$ cat config.mk
export PLATFORM = sky130hd
export DESIGN_NAME = alu_pipe_top
export DESIGN_NICKNAME = d
export VERILOG_FILES = /design/src/rtl/alu_pipe_top.sv
export SDC_FILE = /design/constraint.sdc
export NUM_CORES = 1
export LEC_CHECK = 0
export BUFFER_PORTS_ARGS = -buffer_cell sky130_fd_sc_hd__clkbuf_2
export CORE_MARGIN = 2
export CORE_UTILIZATION = 60
export DETAILED_ROUTE_END_ITERATION = 10
export MAX_ROUTING_LAYER = met4
export PLACE_DENSITY = 0.76
export SETUP_SLACK_MARGIN = 0.5
export SKIP_LAST_GASP = 1
export SLEW_MARGIN = 20
export SYNTH_ARGS = -nofsm -noshare
export SYNTH_HDL_FRONTEND = slang
export SYNTH_SLANG_ARGS = --single-unit
$ cat constraint.sdc
create_clock -name CLK -period 11.5 [get_ports CLK]
set_input_delay 1.725 -clock CLK [delete_from_list [all_inputs] [get_ports CLK]]
set_output_delay 1.725 -clock CLK [all_outputs]
set_load 0.03 [all_outputs]
$ cat src/rtl/alu_pipe_top.sv
// ---------------------------------------------------------------------------
// alu_pipe_top
//   Pipelined ALU between the operand register file and writeback. A single
//   opcode space feeds one registered result bus; valid/ready handshakes on
//   both sides let upstream and downstream stall it. Most opcodes complete in
//   one cycle. DIV with a non-zero divisor runs an iterative restoring divider
//   (one quotient bit per cycle). A user tag travels with every operation.
//
// Ports
//   CLK, RST      clock (rising edge), synchronous active-high reset
//   A, B          operands (DATA_WIDTH)
//   ALU_FUNC      4-bit opcode
//   IN_TAG        user tag, returned with the result
//   IN_VALID      request; transfer on IN_VALID && IN_READY
//   IN_READY      block can accept (combinational, independent of IN_VALID)
//   RES_OUT       2*DATA_WIDTH result
//   OUT_TAG       tag of the current result
//   ZERO_FLAG     RES_OUT == 0
//   CARRY_FLAG    ADD carry-out / SUB borrow, else 0
//   OVF_FLAG      signed overflow on ADD/SUB, else 0
//   ERR_FLAG      divide by zero
//   OUT_VALID     result valid; transfer on OUT_VALID && OUT_READY
//   OUT_READY     consumer accepts
// ---------------------------------------------------------------------------
module alu_pipe_top #(
    parameter int DATA_WIDTH  = 16,
    parameter int TAG_WIDTH   = 4,
    parameter int SHAMT_WIDTH = $clog2(DATA_WIDTH)
) (
    input  logic                    CLK,
    input  logic                    RST,
    input  logic [DATA_WIDTH-1:0]   A,
    input  logic [DATA_WIDTH-1:0]   B,
    input  logic [3:0]              ALU_FUNC,
    input  logic [TAG_WIDTH-1:0]    IN_TAG,
    input  logic                    IN_VALID,
    output logic                    IN_READY,
    output logic [2*DATA_WIDTH-1:0] RES_OUT,
    output logic [TAG_WIDTH-1:0]    OUT_TAG,
    output logic                    ZERO_FLAG,
    output logic                    CARRY_FLAG,
    output logic                    OVF_FLAG,
    output logic                    ERR_FLAG,
    output logic                    OUT_VALID,
    input  logic                    OUT_READY
);

    localparam int W     = DATA_WIDTH;
    localparam int CNT_W = $clog2(DATA_WIDTH);

    localparam logic [CNT_W-1:0] DIV_LAST = CNT_W'(DATA_WIDTH - 1);

    localparam logic [3:0] OP_ADD  = 4'b0000;
    localparam logic [3:0] OP_SUB  = 4'b0001;
    localparam logic [3:0] OP_MUL  = 4'b0010;
    localparam logic [3:0] OP_DIV  = 4'b0011;
    localparam logic [3:0] OP_AND  = 4'b0100;
    localparam logic [3:0] OP_OR   = 4'b0101;
    localparam logic [3:0] OP_NAND = 4'b0110;
    localparam logic [3:0] OP_NOR  = 4'b0111;
    localparam logic [3:0] OP_XOR  = 4'b1000;
    localparam logic [3:0] OP_EQ   = 4'b1001;
    localparam logic [3:0] OP_GT   = 4'b1010;
    localparam logic [3:0] OP_LT   = 4'b1011;
    localparam logic [3:0] OP_SRL  = 4'b1100;
    localparam logic [3:0] OP_SLL  = 4'b1101;
    localparam logic [3:0] OP_SRA  = 4'b1110;
    localparam logic [3:0] OP_ROL  = 4'b1111;

    localparam logic [1:0] ST_IDLE = 2'd0;
    localparam logic [1:0] ST_DIV  = 2'd1;
    localparam logic [1:0] ST_HOLD = 2'd2;

    // ---------------------------------------------------------------------
    // Registers
    // ---------------------------------------------------------------------
    logic [1:0]           r_state;
    logic [2*W-1:0]       r_res;
    logic [TAG_WIDTH-1:0] r_tag;
    logic                 r_zero;
    logic                 r_carry;
    logic                 r_ovf;
    logic                 r_err;
    logic                 r_out_valid;

    logic [W-1:0]         r_div_rem;
    logic [W-1:0]         r_div_quo;
    logic [W-1:0]         r_div_b;
    logic [TAG_WIDTH-1:0] r_div_tag;
    logic [CNT_W-1:0]     r_div_cnt;

    // ---------------------------------------------------------------------
    // Handshake
    // ---------------------------------------------------------------------
    logic w_accept;
    logic w_div_start;

    assign IN_READY    = !RST && (r_state == ST_IDLE) && (!r_out_valid || OUT_READY);
    assign w_accept    = IN_VALID && IN_READY;
    assign w_div_start = w_accept && (ALU_FUNC == OP_DIV) && (B != '0);

    // ---------------------------------------------------------------------
    // Single-cycle datapath
    // ---------------------------------------------------------------------
    logic [SHAMT_WIDTH-1:0] w_shamt;
    logic [W:0]             w_sum;
    logic [W:0]             w_diff;
    logic [2*W-1:0]         w_prod;
    logic [W-1:0]           w_sra;
    logic [W-1:0]           w_rol;
    logic [2*W-1:0]         w_res;
    logic                   w_carry;
    logic                   w_ovf;
    logic                   w_err;
    logic                   w_zero;

    assign w_shamt = B[SHAMT_WIDTH-1:0];
    assign w_sum   = {1'b0, A} + {1'b0, B};
    assign w_diff  = {1'b0, A} - {1'b0, B};
    assign w_prod  = {{W{1'b0}}, A} * {{W{1'b0}}, B};
    assign w_sra   = $unsigned($signed(A) >>> w_shamt);
    // Rotate by shifting a doubled copy left and keeping the upper half.
    assign w_rol   = W'(({A, A} << w_shamt) >> W);

    always_comb begin
        w_res   = '0;
        w_carry = 1'b0;
        w_ovf   = 1'b0;
        w_err   = 1'b0;
        case (ALU_FUNC)
            OP_ADD: begin
                w_res[W:0] = w_sum;
                w_carry     = w_sum[W];
                w_ovf       = (A[W-1] == B[W-1]) && (w_sum[W-1] != A[W-1]);
            end
            OP_SUB: begin
                w_res[W:0] = w_diff;
                w_carry     = w_diff[W];
                w_ovf       = (A[W-1] != B[W-1]) && (w_diff[W-1] != A[W-1]);
            end
            OP_MUL:  w_res = w_prod;
            // Only reached with B == 0; non-zero divisors go to the divider.
            OP_DIV: begin
                w_res = {A, {W{1'b1}}};
                w_err = 1'b1;
            end
            OP_AND:  w_res[W-1:0] = A & B;
            OP_OR:   w_res[W-1:0] = A | B;
            OP_NAND: w_res[W-1:0] = ~(A & B);
            OP_NOR:  w_res[W-1:0] = ~(A | B);
            OP_XOR:  w_res[W-1:0] = A ^ B;
            OP_EQ:   w_res[0]     = (A == B);
            OP_GT:   w_res[0]     = (A > B);
            OP_LT:   w_res[0]     = (A < B);
            OP_SRL:  w_res[W-1:0] = A >> w_shamt;
            OP_SLL:  w_res[W-1:0] = A << w_shamt;
            OP_SRA:  w_res[W-1:0] = w_sra;
            OP_ROL:  w_res[W-1:0] = w_rol;
            default: w_res = '0;
        endcase
    end

    assign w_zero = (w_res == '0);

    // ---------------------------------------------------------------------
    // Restoring divider step: shift in the next dividend bit, try subtract.
    // ---------------------------------------------------------------------
    logic [W:0]   w_div_shift;
    logic [W:0]   w_div_trial;
    logic [W-1:0] w_div_rem_nx;
    logic [W-1:0] w_div_quo_nx;
    logic         w_div_zero;

    assign w_div_shift = {r_div_rem, r_div_quo[W-1]};
    assign w_div_trial = w_div_shift - {1'b0, r_div_b};

    always_comb begin
        w_div_rem_nx = w_div_shift[W-1:0];
        w_div_quo_nx = {r_div_quo[W-2:0], 1'b0};
        // The trial wraps (top bit set) exactly when the divisor did not fit.
        if (!w_div_trial[W]) begin
            w_div_rem_nx = w_div_trial[W-1:0];
            w_div_quo_nx = {r_div_quo[W-2:0], 1'b1};
        end
    end

    assign w_div_zero = ({w_div_rem_nx, w_div_quo_nx} == '0);

    // ---------------------------------------------------------------------
    // Control and result registers
    // ---------------------------------------------------------------------
    always_ff @(posedge CLK) begin
        if (RST) begin
            r_state     <= ST_IDLE;
            r_res       <= '0;
            r_tag       <= '0;
            r_zero      <= 1'b0;
            r_carry     <= 1'b0;
            r_ovf       <= 1'b0;
            r_err       <= 1'b0;
            r_out_valid <= 1'b0;
            r_div_rem   <= '0;
            r_div_quo   <= '0;
            r_div_b     <= '0;
            r_div_tag   <= '0;
            r_div_cnt   <= '0;
        end else begin
            // Consumer took the current result; a new load below overrides.
            if (r_out_valid && OUT_READY)
                r_out_valid <= 1'b0;

            case (r_state)
                ST_IDLE: begin
                    if (w_div_start) begin
                        r_div_rem <= '0;
                        r_div_quo <= A;
                        r_div_b   <= B;
                        r_div_tag <= IN_TAG;
                        r_div_cnt <= '0;
                        r_state   <= ST_DIV;
                    end else if (w_accept) begin
                        r_res       <= w_res;
                        r_tag       <= IN_TAG;
                        r_zero      <= w_zero;
                        r_carry     <= w_carry;
                        r_ovf       <= w_ovf;
                        r_err       <= w_err;
                        r_out_valid <= 1'b1;
                    end
                end
                ST_DIV: begin
                    r_div_rem <= w_div_rem_nx;
                    r_div_quo <= w_div_quo_nx;
                    r_div_cnt <= r_div_cnt + 1'b1;
                    if (r_div_cnt == DIV_LAST) begin
                        r_res       <= {w_div_rem_nx, w_div_quo_nx};
                        r_tag       <= r_div_tag;
                        r_zero      <= w_div_zero;
                        r_carry     <= 1'b0;
                        r_ovf       <= 1'b0;
                        r_err       <= 1'b0;
                        r_out_valid <= 1'b1;
                        r_state     <= OUT_READY ? ST_IDLE : ST_HOLD;
                    end
                end
                ST_HOLD: begin
                    if (OUT_READY)
                        r_state <= ST_IDLE;
                end
                default: r_state <= ST_IDLE;
            endcase
        end
    end

    assign RES_OUT    = r_res;
    assign OUT_TAG    = r_tag;
    assign ZERO_FLAG  = r_zero;
    assign CARRY_FLAG = r_carry;
    assign OVF_FLAG   = r_ovf;
    assign ERR_FLAG   = r_err;
    assign OUT_VALID  = r_out_valid;

endmodule

==> results.py, run 1 <==
metrics = {
    "detailed_routing": {
        "drcViolationCount": 0,
        "wl_met2_um": 31200,
        "via_count": 18800,
        "first_pass_iters": 6,
        "drt_wl_total_um": 72500,
        "top_layer": "met4",
        "first_iter_violations": 2848,
        "ant_nets": 0,
        "routedWlPerCell_um": 26.0,
        "dr_wl_met3_um": 8710,
        "viasPerCell": 6.75,
        "wl_met1_um": 27000,
    },
    "clocking": {
        "cts_tree": "yes",
        "cts-resized-gates": 0,
        "hold_buffers": 0,
        "postCtsSetupBuffers": 0,
        "ctsLongestPathBuffers": 2,
        "cts_buffers": 9,
        "path_clk_slew_ns": 0.07,
        "clock_latency_ns": 0.35,
        "root_buffer": "clkbuf_16",
        "cts_num_sinks": 99,
        "h-tree-depth": 3,
    },
    "worst_setup_path": {
        "end_kind": "flop",
        "worst-setup-path-type": "primary input to flop",
        "cp_slowest_cell": "a311oi_1",
        "required_ns": 11.80,
        "reg2reg_from": "r_state[1]",
        "critPathMaxFanout": 11,
        "cp_top_family": "adder cells",
        "path_buf_inv": 7,
        "cp_common_cell": "fa_1",
        "cpPeakStageDelay_ns": 0.68,
        "rr_endpoint": "ZERO_FLAG",
        "r2r_slack_ns": 7.51,
        "reg2reg_depth": 12,
        "crit_cells": 26,
        "startpoint_type": "primary input",
        "arrival_ns": 9.23,
    },
    "place": {
        "gp_congestion": 1.06,
        "io_buffers": 85,
        "dpl.hpwl_um": 54400,
        "placed_area_um2": 19200,
    },
    "synthesis": {
        "yosysSeqAreaShare": 0.107,
        "ys_ff_latch": 99,
        "synth-edff-count": 0,
        "avgSynthCellArea_um2": 7.70,
        "async_reset_ff_frac": 0,
        "syn_area_um2": 18600,
        "synth.top_cells.by_area": "fa_1 21%, ha_1 11%, dfxtp_1 11%",
        "yosysTopAreaCell": "fa_1",
        "synth.top_cell.area_share": 0.212,
        "syn-num-nets": 2823,
        "synth_flop_cell": "dfxtp_1",
        "synth.distinct_cells": 86,
        "yosysWarnings": 0,
        "synth_cells": 2412,
    },
    "run": {
        "max-cap-violations": 0,
    },
    "layout": {
        "fin_util": 0.640,
        "design_area_um2": 19500,
        "drive_gt1_frac": 0.0835,
        "multi_input_area_um2": 14800,
        "regArea_um2": 1980,
        "area_growth_pct": 5.08,
        "fin_nets": 2790,
        "n_fill_cell": 2791,
    },
    "power": {
        "p_sw_frac": 0.574,
        "switching_power_mw": 2.70,
        "clockPowerShare": 0.075,
        "p_seq_frac": 0.077,
        "p_int_mw": 2.01,
        "power_leakage_nw": 8.87,
        "pwr-share-comb": 0.848,
        "pwr_density_cell_nw_per_um2": 241,
        "peakVddDrop_v": 0.000681,
    },
    "worst_hold_path": {
        "holdCritStartpoint": "ERR_FLAG",
        "min_path_type": "flop to flop",
        "min_to": "ERR_FLAG",
        "holdPathStages": 2,
    },
    "sta": {
        "worst_slew_pin_slew_ns": 1.09,
        "clock.fmax_mhz": 112,
        "final.period_utilization": 0.776,
        "setup_viol": 0,
        "relSlewSlack": 0.264,
        "fin_worst_skew_ns": 0.00494,
        "finalSetupTns_ns": 0,
        "rsz0062_at_grt": "false",
        "layout_min_cycle_time_ns": 8.93,
        "hold_violations": 0,
        "slew_viol_final": 0,
    },
    "global_routing": {
        "grt_usage": 0.462,
        "grt_pass1_wl_um": 111000,
        "grt_antenna_before_repair": 2,
        "grt-ovfl-total": 0,
        "grt_max_degree": 102,
        "grt_pass1_vias": 18500,
    },
    "status": {
        "status": "completed",
    },
    "floorplanning": {
        "die-area_um2": 32400,
        "core_um2": 30500,
        "die_y_um": 180,
        "rows": 64,
        "start_util": 0.609,
        "ios": 86,
        "die_w_um": 180,
    },
}
-- worst max-delay path by stage --
stage / endpoint / slack (ns) / startpoint
global placement: RES_OUT[24] / 2.57 / B[1]
floorplan: ZERO_FLAG / 2.92 / B[2]
finish: ZERO_FLAG / 2.57 / A[7]
detailed placement: ZERO_FLAG / 2.41 / A[7]
global route: RES_OUT[19] / 2.25 / A[7]
CTS: ZERO_FLAG / 2.75 / A[7]
-- layout make-up --
cell class / instances / share of cell area
Antenna cell: 2 / 0.000256
Clock buffer: 9 / 0.0115
Clock inverter: 7 / 0.00641
Inverter: 320 / 0.0615
Multi-Input combinational cell: 1827 / 0.757
Sequential cell: 99 / 0.102
Tap cell: 396 / 0.0254
Timing Repair Buffer: 122 / 0.0362
-- synth_stat cells (all sizes together) (9+ instances only) --
| master | count |
|---|---|
| nor2b | 25 |
| a32oi | 13 |
| xor2 | 9 |
| o31ai | 11 |
| inv | 313 |
| ha | 170 |
| mux2 | 16 |
| a22oi | 28 |
| nor3 | 48 |
| o22ai | 10 |
| mux4 | 23 |
| a21o | 18 |
| o221ai | 11 |
| and3 | 12 |
| o21a | 12 |
| a21oi | 166 |
| and2 | 13 |
| dfxtp | 99 |
| xnor2 | 49 |
| buf | 50 |
| o21ai | 65 |
| nor4 | 20 |
| o211ai | 31 |
| or3 | 9 |
| nand4 | 18 |
| nand3 | 38 |
| a211oi | 31 |
| mux2i | 39 |
| clkbuf | 116 |
| fa | 197 |
| nand2 | 312 |
| nand2b | 21 |
| nor2 | 257 |
| a31oi | 23 |
-- logic make-up (layout without fill, tap and decap cells) --
logic type / Yosys count / count (layout) / share of synthesized area
multiplexers: 78 / 78 / 0.0586
buffers and inverters: 486 / 458 / 0.100
AO/OA/AOI/OAI: 512 / 512 / 0.184
other: 0 / 2 / 0
flip-flops: 99 / 99 / 0.107
AND/OR/NAND/NOR: 812 / 812 / 0.196
adder cells (fa/ha/maj): 367 / 367 / 0.327
XOR/XNOR: 58 / 58 / 0.0273
-- worst reg2reg max path, cell delays in order, from the launching register on --
cell and delay [ns]:
dfxtp_1 0.36, nand2b_2 0.18, buf_4 0.34, nor2_1 0.70, nor2_1 0.17, nor2_4 0.59
o21ai_0 0.30, nor4_1 0.22, nand4_1 0.18, nor4_2 0.28, nand4b_1 0.22, nor3_1 0.23
a31o_1 0.15
-- through the flow --
stage	total power, mW	hold WS, ns	instances	setup WS (ns)
6_report	4.71	0.451	2782	2.57
5_1_grt	5.09	0.472	2782	2.25
4_1_cts	4.57	0.454	2780	2.75
3_5_place_dp	4.19	0.444	2764	2.41
3_3_place_gp	4.12	0.440	2764	2.57
2_1_floorplan	2.97	0.436	2412	2.92
-- state kept, by name, indices dropped and copies added (netlist names) --
register and cells:
RES_OUT 32, r_div_b 16, r_div_quo 16, r_div_rem 16
OUT_TAG 4, r_div_cnt 4, r_div_tag 4, r_state 2
CARRY_FLAG 1, ERR_FLAG 1, OUT_VALID 1, OVF_FLAG 1
ZERO_FLAG 1
-- cell usage in the layout (no fill, tap or decap), types with 14 or more instances in the layout --
master,count
mux4_2,23
clkbuf_2,84
mux2_2,14
a21o_1,18
ha_1,170
mux2i_1,39
nand4_1,18
a22oi_1,28
o211ai_1,31
xnor2_1,49
a21oi_1,166
nor3_1,47
nand2_1,312
nand2b_1,20
nor2b_1,25
fa_1,197
nor2_1,255
a211oi_1,31
nor4_1,18
a31oi_1,23
buf_4,38
inv_1,310
dfxtp_1,99
nand3_1,38
o21ai_0,63
-- layer usage --
| metal | GRT usage | up-vias |
|---|---|---|
| li1 | - | 8106 |
| met5 | - | - |
| met3 | 0.105 | 336 |
| met2 | 0.680 | 1365 |
| met1 | 0.581 | 8969 |
| met4 | 0.275 | 0 |
-- power by group through the flow --
stage	clock network, mW	logic [mW]	registers [mW]
after detailed placement	0	3.82	0.370
after CTS	0.356	3.85	0.362
after floorplan	0	2.58	0.389
final	0.354	3.99	0.362
after global routing	0.370	4.36	0.363
after global placement	0	3.75	0.370
Note: power is estimated with default switching activity, not from simulation.
==> inputs of run 2 (changes only) <==
--- a/config.mk
+++ b/config.mk
@@ -7,10 +7,10 @@
 export LEC_CHECK = 0
 export BUFFER_PORTS_ARGS = -buffer_cell sky130_fd_sc_hd__clkbuf_2
 export CORE_MARGIN = 2
-export CORE_UTILIZATION = 60
+export CORE_UTILIZATION = 59
 export DETAILED_ROUTE_END_ITERATION = 10
 export MAX_ROUTING_LAYER = met4
-export PLACE_DENSITY = 0.76
+export PLACE_DENSITY = 0.78
 export SETUP_SLACK_MARGIN = 0.5
 export SKIP_LAST_GASP = 1
 export SLEW_MARGIN = 20
==> constraint.sdc (replaced) <==
create_clock -name CLK -period 7.4 [get_ports CLK]
set_input_delay 1.11 -clock CLK [delete_from_list [all_inputs] [get_ports CLK]]
set_output_delay 1.11 -clock CLK [all_outputs]
set_load 0.03 [all_outputs]
==> run 2 against run 1 <==
Total power grew 130%. First-iteration DRC count grew 0.11%. Utilization grew 8.5 points. Clock power grew 30%. Non-clock buffer count grew 251. Hold slack gained 0.0086 ns. Routed wire length grew 12%. Global-route usage grew 3.5 points. Critical path type unchanged. Critical endpoint is now RES_OUT[21]. Largest power group unchanged.
==> results.py, run 2 (synthesis gave the netlist of run 1 again) <==
metrics = {
    "clocking": {
        "ctsLongestPathBuffers": 2,
        "hold_buffers": 0,
        "cts_buffers": 9,
        "root_buffer": "clkbuf_16",
        "h-tree-depth": 3,
        "cts_num_sinks": 99,
        "path_clk_slew_ns": 0.07,
        "cts_tree": "yes",
        "clock_latency_ns": 0.36,
    },
    "worst_setup_path": {
        "cpPeakStageDelay_ns": 0.58,
        "arrival_ns": 7.52,
        "end_kind": "flop",
        "critPathMaxFanout": 6,
        "cp_slowest_cell": "fa_1",
        "startpoint_type": "primary input",
        "cp_common_cell": "fa_1",
        "required_ns": 7.59,
        "worst-setup-path-type": "primary input to flop",
    },
    "sta": {
        "slew_viol_final": 0,
        "layout_min_cycle_time_ns": 7.33,
        "final.period_utilization": 0.990,
        "setup_viol": 0,
        "clock.fmax_mhz": 136,
        "rsz0062_at_grt": "true",
        "worst_slew_pin_slew_ns": 1.03,
        "fin_worst_skew_ns": 0.0100,
        "hold_violations": 0,
        "relSlewSlack": 0.315,
    },
    "detailed_routing": {
        "routedWlPerCell_um": 26.7,
        "first_iter_violations": 2851,
        "first_pass_iters": 7,
        "via_count": 20600,
        "ant_nets": 0,
        "drcViolationCount": 0,
        "viasPerCell": 6.79,
        "drt_wl_total_um": 81100,
    },
    "layout": {
        "fin_nets": 3041,
        "largest_reg_flops": 32,
        "multi_input_area_um2": 15500,
        "regArea_um2": 1980,
        "fin_util": 0.725,
        "design_area_um2": 22300,
        "final_cell_mix": "310 x nand2_1, 287 x inv_1, 262 x buf_4",
        "n_fill_cell": 2223,
        "area_growth_pct": 20.3,
        "drive_gt1_frac": 0.225,
        "final_common_cell": "nand2_1",
    },
    "floorplanning": {
        "die_w_um": 181,
        "die-area_um2": 32900,
        "ios": 86,
        "die_y_um": 181,
        "start_util": 0.603,
        "core_um2": 30800,
        "rows": 64,
    },
    "place": {
        "io_buffers": 85,
        "gp_congestion": 1.09,
        "dpl.hpwl_um": 60800,
        "placed_area_um2": 21000,
    },
    "global_routing": {
        "grt_pass1_vias": 20100,
        "grt_max_degree": 100,
        "grt_pass1_wl_um": 120000,
        "grt-ovfl-total": 0,
        "grt_usage": 0.496,
        "grt_antenna_before_repair": 2,
    },
    "run": {
        "max-cap-violations": 0,
    },
    "power": {
        "power_leakage_nw": 10.2,
        "pwr_density_cell_nw_per_um2": 487,
        "peakVddDrop_v": 0.00304,
    },
    "status": {
        "status": "completed",
    },
    "worst_hold_path": {
        "min_path_type": "flop to flop",
    },
}
[run 2: metal layers]
metal	vias up	GRT usage	share of wire
li1	8611	-	-
met1	9815	0.617	0.35
met2	1676	0.726	0.42
met3	495	0.132	0.13
met4	0	0.297	0.087
met5	-	-	0
[run 2: cell type report]
type,count,area share
sequential,99,0.0887
inverter,320,0.0553
timing repair buffer,373,0.128
multi-input combinational,1827,0.693
clock inverter,4,0.00151
tap,396,0.0222
antenna,2,0.000224
clock buffer,12,0.0110
[run 2: what timing repair did]
item                                   4_1_cts  5_1_grt
endpoints found under the hold margin        0        0
setup buffers                               21       15
resized for setup                          132       78
setup endpoints to repair                   18       21
pin swaps                                   60       70
[run 2: path summary, 6_finish.rpt]
kind / from / to / slack, ns / cells after the start
max: B[5] / RES_OUT[21] / 0.07 / 30
min: r_div_b[13] / r_div_b[13] / 0.46 / 2
max reg2reg: r_div_quo[15] / RES_OUT[19] / 3.52 / 16
min reg2reg: r_div_b[13] / r_div_b[13] / 0.46 / 2
[run 2: critical path, delay by kind of cell]
kind | cells | cell delay, ns
xor+xnor | 1 | 0.26
simple gates | 3 | 0.35
buf+inv | 11 | 1.25
compound gates | 8 | 1.24
fa+ha+maj | 7 | 3.31
[run 2: report_power, final]
part | internal [mW] | switching [mW]
Combinational | 4.52 | 5.34
Sequential | 0.551 | 0.0119
Clock | 0.240 | 0.219
Total | 5.31 | 5.57
[run 2: through the flow]
step                power [mW]  cells  setup TNS [ns]  hold slack (ns)  worst slack (ns)
floorplan                 4.96   2412               0            0.436             0.121
finish                    10.9   3033               0            0.460            0.0712
CTS                       9.64   3016               0            0.456             0.235
detailed placement        8.26   2979           -2.97            0.447            -0.415
global placement          7.99   2979           -1.29            0.441            -0.283
global route              11.3   3033         -0.0194            0.475           -0.0194
